File: config.mk
export PLATFORM = sky130hd
export DESIGN_NAME = ram_share_arbiter
export DESIGN_NICKNAME = d
export VERILOG_FILES = /design/src/rtl/ram_share_arbiter.sv
export SDC_FILE = /design/constraint.sdc
export NUM_CORES = 1
export LEC_CHECK = 0
export ABC_AREA = 1
export BUFFER_PORTS_ARGS = -buffer_cell sky130_fd_sc_hd__buf_2
export CORE_AREA = 2 2 106 108
export DETAILED_ROUTE_END_ITERATION = 10
export DIE_AREA = 0 0 108 110
export GPL_ROUTABILITY_DRIVEN = 0
export GPL_TIMING_DRIVEN = 0
export PLACE_DENSITY_LB_ADDON = 0.05
export SYNTH_ARGS = -nofsm -noshare
export SYNTH_HDL_FRONTEND = slang
export SYNTH_SLANG_ARGS = --single-unit
File: constraint.sdc
create_clock -name Clk -period 3.4 [get_ports Clk]
set_input_delay 0.17 -clock Clk [delete_from_list [all_inputs] [get_ports Clk]]
set_output_delay 0.17 -clock Clk [all_outputs]
set_load 0.05 [all_outputs]
File: src/rtl/ram_share_arbiter.sv
// ram_share_arbiter: shares one 1-cycle-latency single-port SRAM between the instruction and data ports
// Ports: Clk/Rst; instr_* and data_* req/gnt/rvalid requester ports; mem_* SRAM master port.
// Define ARB_ROUND_ROBIN_EN for alternating priority; the default is data-over-instr with a MaxWait starvation guard.
module ram_share_arbiter #(
  parameter logic [31:0] MemStart = 32'h0000_0000,
  parameter int          MemSize  = 65536,
  parameter int          MaxWait  = 4
) (
  input  logic        Clk,
  input  logic        Rst,
  input  logic        instr_req,
  output logic        instr_gnt,
  output logic        instr_rvalid,
  input  logic [31:0] instr_addr,
  output logic [31:0] instr_rdata,
  output logic        instr_err,
  input  logic        data_req,
  output logic        data_gnt,
  output logic        data_rvalid,
  input  logic        data_we,
  input  logic [3:0]  data_be,
  input  logic [31:0] data_addr,
  input  logic [31:0] data_wdata,
  output logic [31:0] data_rdata,
  output logic        data_err,
  output logic        mem_req,
  output logic        mem_we,
  output logic [3:0]  mem_be,
  output logic [31:0] mem_addr,
  output logic [31:0] mem_wdata,
  input  logic [31:0] mem_rdata
);
  typedef enum logic [1:0] {OWN_NONE, OWN_INSTR, OWN_DATA} owner_e;
  localparam logic [31:0] Mask = ~(32'(MemSize) - 32'd1);
  logic   instr_win, data_win, instr_in, data_in, instr_sel, data_sel;
  owner_e resp_owner_q, resp_owner_d;
  logic   resp_err_q, resp_err_d;
`ifdef ARB_ROUND_ROBIN_EN
  owner_e last_winner_q, last_winner_d;
  always_comb begin
    data_win      = !Rst && data_req && (!instr_req || last_winner_q == OWN_INSTR);
    instr_win     = !Rst && instr_req && !data_win;
    last_winner_d = data_win ? OWN_DATA : instr_win ? OWN_INSTR : last_winner_q;
  end
  always_ff @(posedge Clk) last_winner_q <= Rst ? OWN_INSTR : last_winner_d;
`else
  logic [3:0] wait_cnt_q, wait_cnt_d;
  // instr is the fixed loser; once it has lost MaxWait cycles in a row it takes the slot
  always_comb begin
    instr_win  = !Rst && instr_req && (!data_req || wait_cnt_q == 4'(MaxWait));
    data_win   = !Rst && data_req && !instr_win;
    wait_cnt_d = (instr_req && !instr_win) ? wait_cnt_q + 4'd1 : 4'd0;
  end
  always_ff @(posedge Clk) wait_cnt_q <= Rst ? 4'd0 : wait_cnt_d;
`endif
  always_comb begin
    instr_in     = (instr_addr & Mask) == MemStart;
    data_in      = (data_addr & Mask) == MemStart;
    instr_sel    = instr_win && instr_in;
    data_sel     = data_win && data_in;
    instr_gnt    = instr_win;
    data_gnt     = data_win;
    mem_req      = instr_sel || data_sel;
    mem_we       = data_sel && data_we;
    mem_be       = data_sel ? data_be : instr_sel ? 4'hF : 4'h0;
    mem_addr     = data_sel ? data_addr : instr_sel ? instr_addr : 32'h0;
    mem_wdata    = data_sel ? data_wdata : 32'h0;
    resp_owner_d = data_win ? OWN_DATA : instr_win ? OWN_INSTR : OWN_NONE;
    resp_err_d   = data_win ? !data_in : instr_win && !instr_in;
    // gating on Rst drops a response still in flight when reset arrives
    instr_rvalid = !Rst && resp_owner_q == OWN_INSTR;
    data_rvalid  = !Rst && resp_owner_q == OWN_DATA;
    instr_err    = instr_rvalid && resp_err_q;
    data_err     = data_rvalid && resp_err_q;
    instr_rdata  = (instr_rvalid && !resp_err_q) ? mem_rdata : 32'h0;
    data_rdata   = (data_rvalid && !resp_err_q) ? mem_rdata : 32'h0;
  end
  always_ff @(posedge Clk) begin
    resp_owner_q <= Rst ? OWN_NONE : resp_owner_d;
    resp_err_q   <= Rst ? 1'b0 : resp_err_d;
  end
endmodule

# After elaboration in Yosys (flattened, before gate mapping)
# Cells that the tools add are included.
[totals]
regBits = 7
latchBits = 0
ramBits = 0
mem_bits_ro = 0
out_inout_bits = 140
mem_count = 0
[op_classes]
n_addsub = 1
n_mul = 0
n_div = 0
magnitude_cmp = 0
n_eq_ne = 3
n_shift = 0
n_mux = 10
bitwise_logic = 1
reduce_logical = 27
[op_table]
columns = ["cell", "count"]
rows = [
  ["$mux 32", 5],
  ["$logic_not 32->1", 2],
  ["$logic_and 1x1->1", 15],
  ["$mux 4", 2],
  ["$logic_not 1->1", 6],
  ["$add 4x1->4 const B", 1],
  ["$eq 4x3->1 const B", 1],
  ["$reduce_or 2->1", 2],
  ["$eq 2x1->1 const B", 1],
  ["$eq 2x2->1 const B", 1],
  ["$logic_or 1x1->1", 2],
  ["$mux 1", 2],
  ["$mux 2", 1],
  ["$not 1->1", 1],
]

# Longest topological paths before layout
[logic_depth]
word_depth = 7
depth_mapped = 8
mapped_depth_nobuf = 7

# Least setup slack after synthesis
# No wires, ideal clock.
[synth_timing]
kind = "register -> output"
startpoint = "register resp_owner_q[0]"
endpoint = "output data_rdata[0]"
arrival_time_ps = 2623
t_required_ps = 3230
path_slack_ps = 607
stages_incl_launch_ff = 5
path_buffers = 1
path_cell_list = "dfxtp_1 > nor3_1 > nand2_1 > buf_2 > nor2_1"
[synth_between]
elab_chain_cells = 4
[synth_lines]
columns = ["element", "line_no", "source"]
rows = [
  ["from (decl)", "36", "owner_e resp_owner_q, resp_owner_d;"],
  ["from (signal assigned)", "79", "resp_owner_q <= Rst ? OWN_NONE : resp_owner_d;"],
  ["$eq 2x2->1", "72", "data_rvalid = !Rst && resp_owner_q == OWN_DATA;"],
  ["$logic_and 1x1->1", "72", ""],
  ["via data_rvalid", "19", "output logic data_rvalid,"],
  ["$logic_and 1x1->1", "76", "data_rdata = (data_rvalid && !resp_err_q) ? mem_rdata : 32'h0;"],
  ["$mux 32", "76", ""],
  ["to (decl)", "24", "output logic [31:0] data_rdata,"],
]
# The timed path passes the listed nets, and every way through them passes these cells.

# Worst setup path after layout
[layout_timing]
startpoint = "register wait_cnt_q[0]"
endpoint = "output mem_wdata[14]"
[layout_between]
elab_chain_cells = 7
[layout_lines]
columns = ["element", "line_no", "source"]
rows = [
  ["from (decl)", "47", "logic [3:0] wait_cnt_q, wait_cnt_d;"],
  ["from (signal assigned)", "54", "always_ff @(posedge Clk) wait_cnt_q <= Rst ? 4'd0 : wait_cnt_d;"],
  ["$eq 4x3->1", "50", "instr_win = !Rst && instr_req && (!data_req || wait_cnt_q == 4'(MaxWait));"],
  ["$logic_or 1x1->1", "50", ""],
  ["$logic_and 1x1->1", "50", ""],
  ["$logic_not 1->1", "51", "data_win = !Rst && data_req && !instr_win;"],
  ["$logic_and 1x1->1", "51", ""],
  ["$logic_and 1x1->1", "60", "data_sel = data_win && data_in;"],
  ["$mux 32", "67", "mem_wdata = data_sel ? data_wdata : 32'h0;"],
  ["to (decl)", "30", "output logic [31:0] mem_wdata,"],
]
# No other way between the ends.

==> impl_metrics.yaml <==
critical_path:
  rrSetupSlack_ps: 1880
  r2r-start: "wait_cnt_q[0]"
  crit_required_ps: 3230
  worstSetupStartpoint: "wait_cnt_q[0]"
  crit_buf_inv: 3
  cpPeakStageDelay_ps: 360
  worstReg2RegEnd: "resp_err_q"
  crit_chain: "inv_1, ha_1, nand3_2, nand2_1, a21oi_4, nand2_4, buf_6, nor2_1, buf_2"
  worst_setup_path_end_kind: "primary output"
  slowest_stage: "dfxtp_1"
  critPathLaunchType: "flop"
  crit_path_max_fanout: 10
  arrival_ps: 1970
  reg2reg_depth: 8
  path_class: "flop to primary output"
  crit_family: "buffers and inverters"
clocking:
  cts-root-buf: "clkbuf_8"
  clk_pin_slew_ps: 40
  htreeDepth: 1
  numClockSinks: 7
  clock_path_buffers: 2
  ctsResizeCount: 0
  numCtsBuffers: 3
  post_cts_buffers: 0
  cts_tree: "built"
  clock_latency_ps: 230
  cts_hold_buffers: 0
final_layout:
  design_area_mm2: 0.00323
  fin_util_pct: 30.2
  multi_input_area_mm2: 0.00105
  layout-drive-gt1-share_pct: 51.5
  antennaDiodeCount: 0
  stdcell_count: 748
  layout.nets: 748
  regArea_um2: 140
  fill_cells: 1243
  area_delta_synth_final_pct: 95.5
die:
  row_count: 38
  start_util_pct: 15.5
  die-area_mm2: 0.0119
  io_pins: 277
  fp.dieW_um: 108
  die_y_um: 110
  core_area_mm2: 0.0107
power_and_ir_drop:
  power_leakage_nw: 2.41
  max-vdd-ir-drop_mv: 0.0587
  p_per_area_mw_per_mm2: 144
  power_mw: 0.466
route:
  wire_per_inst_um: 11.0
  ant_nets: 0
  drt-initial-drc-count: 56
  dr.pass1.iters: 4
  routed_wl_um: 8200
  drc: 0
  routed-via-count: 2788
  via_per_inst: 3.73
placed_design:
  dp_hpwl_um: 7340
  place_area_mm2: 0.00319
  pre_cts_slack_ps: 1440
  place_inst: 744
  io_buffers: 260
worst_hold_path:
  worstHoldStart: "data_req"
  min_to: "resp_owner_q[0]"
  min_path_cells: 2
  hp-class: "input pin to flop"
timing:
  hold_violations: 0
  rsz0062_at_grt: "false"
  setup_viol: 0
  slew_viol_final: 0
  fin_tns_setup_ps: 0
  clock_skew_ps: 2.82
  fin_crit_ps: 2140
  setup_slack_ps: 1260
  fin_hold_ws_ps: 245
  fmax_mhz: 468
  finalCritPeriodShare_pct: 62.8
synth:
  syn_inst: 329
  ys_warn_count: 0
  synth_top_cell_by_area: "nor2_1"
  ys_seq_area_share_pct: 8.48
  synth_top_area_share_pct: 24.3
  synth-seq-cells: 7
  synthDistinctLibCells: 25
  synthesis.area_mm2: 0.00165
  yosys-top-cells-area: "nor2_1 24%, inv_1 18%, dfxtp_1 8.5%, buf_4 8.2%, nand2_1 7.9%"
  syn_avg_cell_area_um2: 5.02
global_routing:
  grt-ovfl-total: 0
  grt_usage_pct: 12.1
  grt_max_degree: 11
  first_global_vias: 2511
  grt_pass1_wl_um: 11600
  antenna_found_initial: 0
status:
  outcome: "completed"
job:
  maxCapViolCount: 0
## worst register-to-register path: stages (launching register included)
cell     delay, ps
dfxtp_1        360
inv_1           60
ha_1           200
nand3_2        120
nand2_1        110
a21oi_4        240
buf_4          220
o21ai_0         90
nand2_1         60
## report_power, final
| group | total (mW) | switching (mW) | internal [mW] |
|---|---|---|---|
| clock network | 0.118 | 0.0365 | 0.0812 |
| registers | 0.0867 | 0.00146 | 0.0852 |
| logic | 0.262 | 0.165 | 0.0963 |
## cell usage after synthesis
cell,number
nor2_1,107
nand2_1,35
and2_1,1
nand3_2,1
buf_2,10
xnor2_1,1
o21ai_0,1
a21oi_1,1
inv_1,78
conb_1,1
buf_6,4
buf_4,18
ha_1,2
a21boi_0,1
nor3_1,1
nand2_4,1
a21boi_4,1
nand4_1,17
xor2_1,1
nor2_4,1
nor4_1,1
a21oi_4,1
nand3_1,24
dfxtp_1,7
nor2_2,13
## worst max-delay path by stage
stage / slack [ps] / cells past startpoint / end
2_1_floorplan: 610 / 4 / data_rdata[0]
3_3_place_gp: 1450 / 9 / mem_wdata[14]
3_5_place_dp: 1440 / 9 / mem_wdata[14]
4_1_cts: 1200 / 9 / mem_wdata[14]
5_1_grt: 1040 / 9 / mem_addr[5]
6_report: 1260 / 9 / mem_wdata[14]
## routing by layer
layer,GRT usage [%],vias up,part of all wire [%]
li1,-,1487,-
met1,11.9,1127,34
met2,25.2,172,54
met3,3.29,2,12
met4,2.20,0,0.33
met5,0,-,0
## placed cells by master (no fill, tap or decap), drive strengths merged
cell    instances
and2            1
ha              2
dfxtp           7
nand3          25
conb           16
xor2            1
a21oi           2
inv            78
clkbuf          4
buf           292
nand2          36
nor3            1
xnor2           1
nand4          17
a21boi          2
nor2          121
o21ai           1
nor4            1
## flip-flops by register name, summed over array words and instances, names as in the netlist
name and cells:
resp_owner_q 2, wait_cnt_q 4, resp_err_q 1
## cell families after synthesis
logic type / count (synthesis) / share of synthesized area [%]
simple gates: 202 / 53.9
buf+inv: 110 / 31.6
flops: 7 / 8.48
compound gates: 5 / 3.18
xor+xnor: 2 / 1.06
fa+ha+maj: 2 / 1.51
other cells: 1 / 0.227
## area by class of cell
| class | instances | area share (%) |
|---|---|---|
| timing repair buffer | 260 | 40.3 |
| buffer | 32 | 7.13 |
| inverter | 78 | 9.06 |
| clock buffer | 4 | 1.39 |
| multi-input combinational | 227 | 32.4 |
| sequential | 7 | 4.34 |
| tap | 140 | 5.42 |
Note: power is estimated with default switching activity, not from simulation.
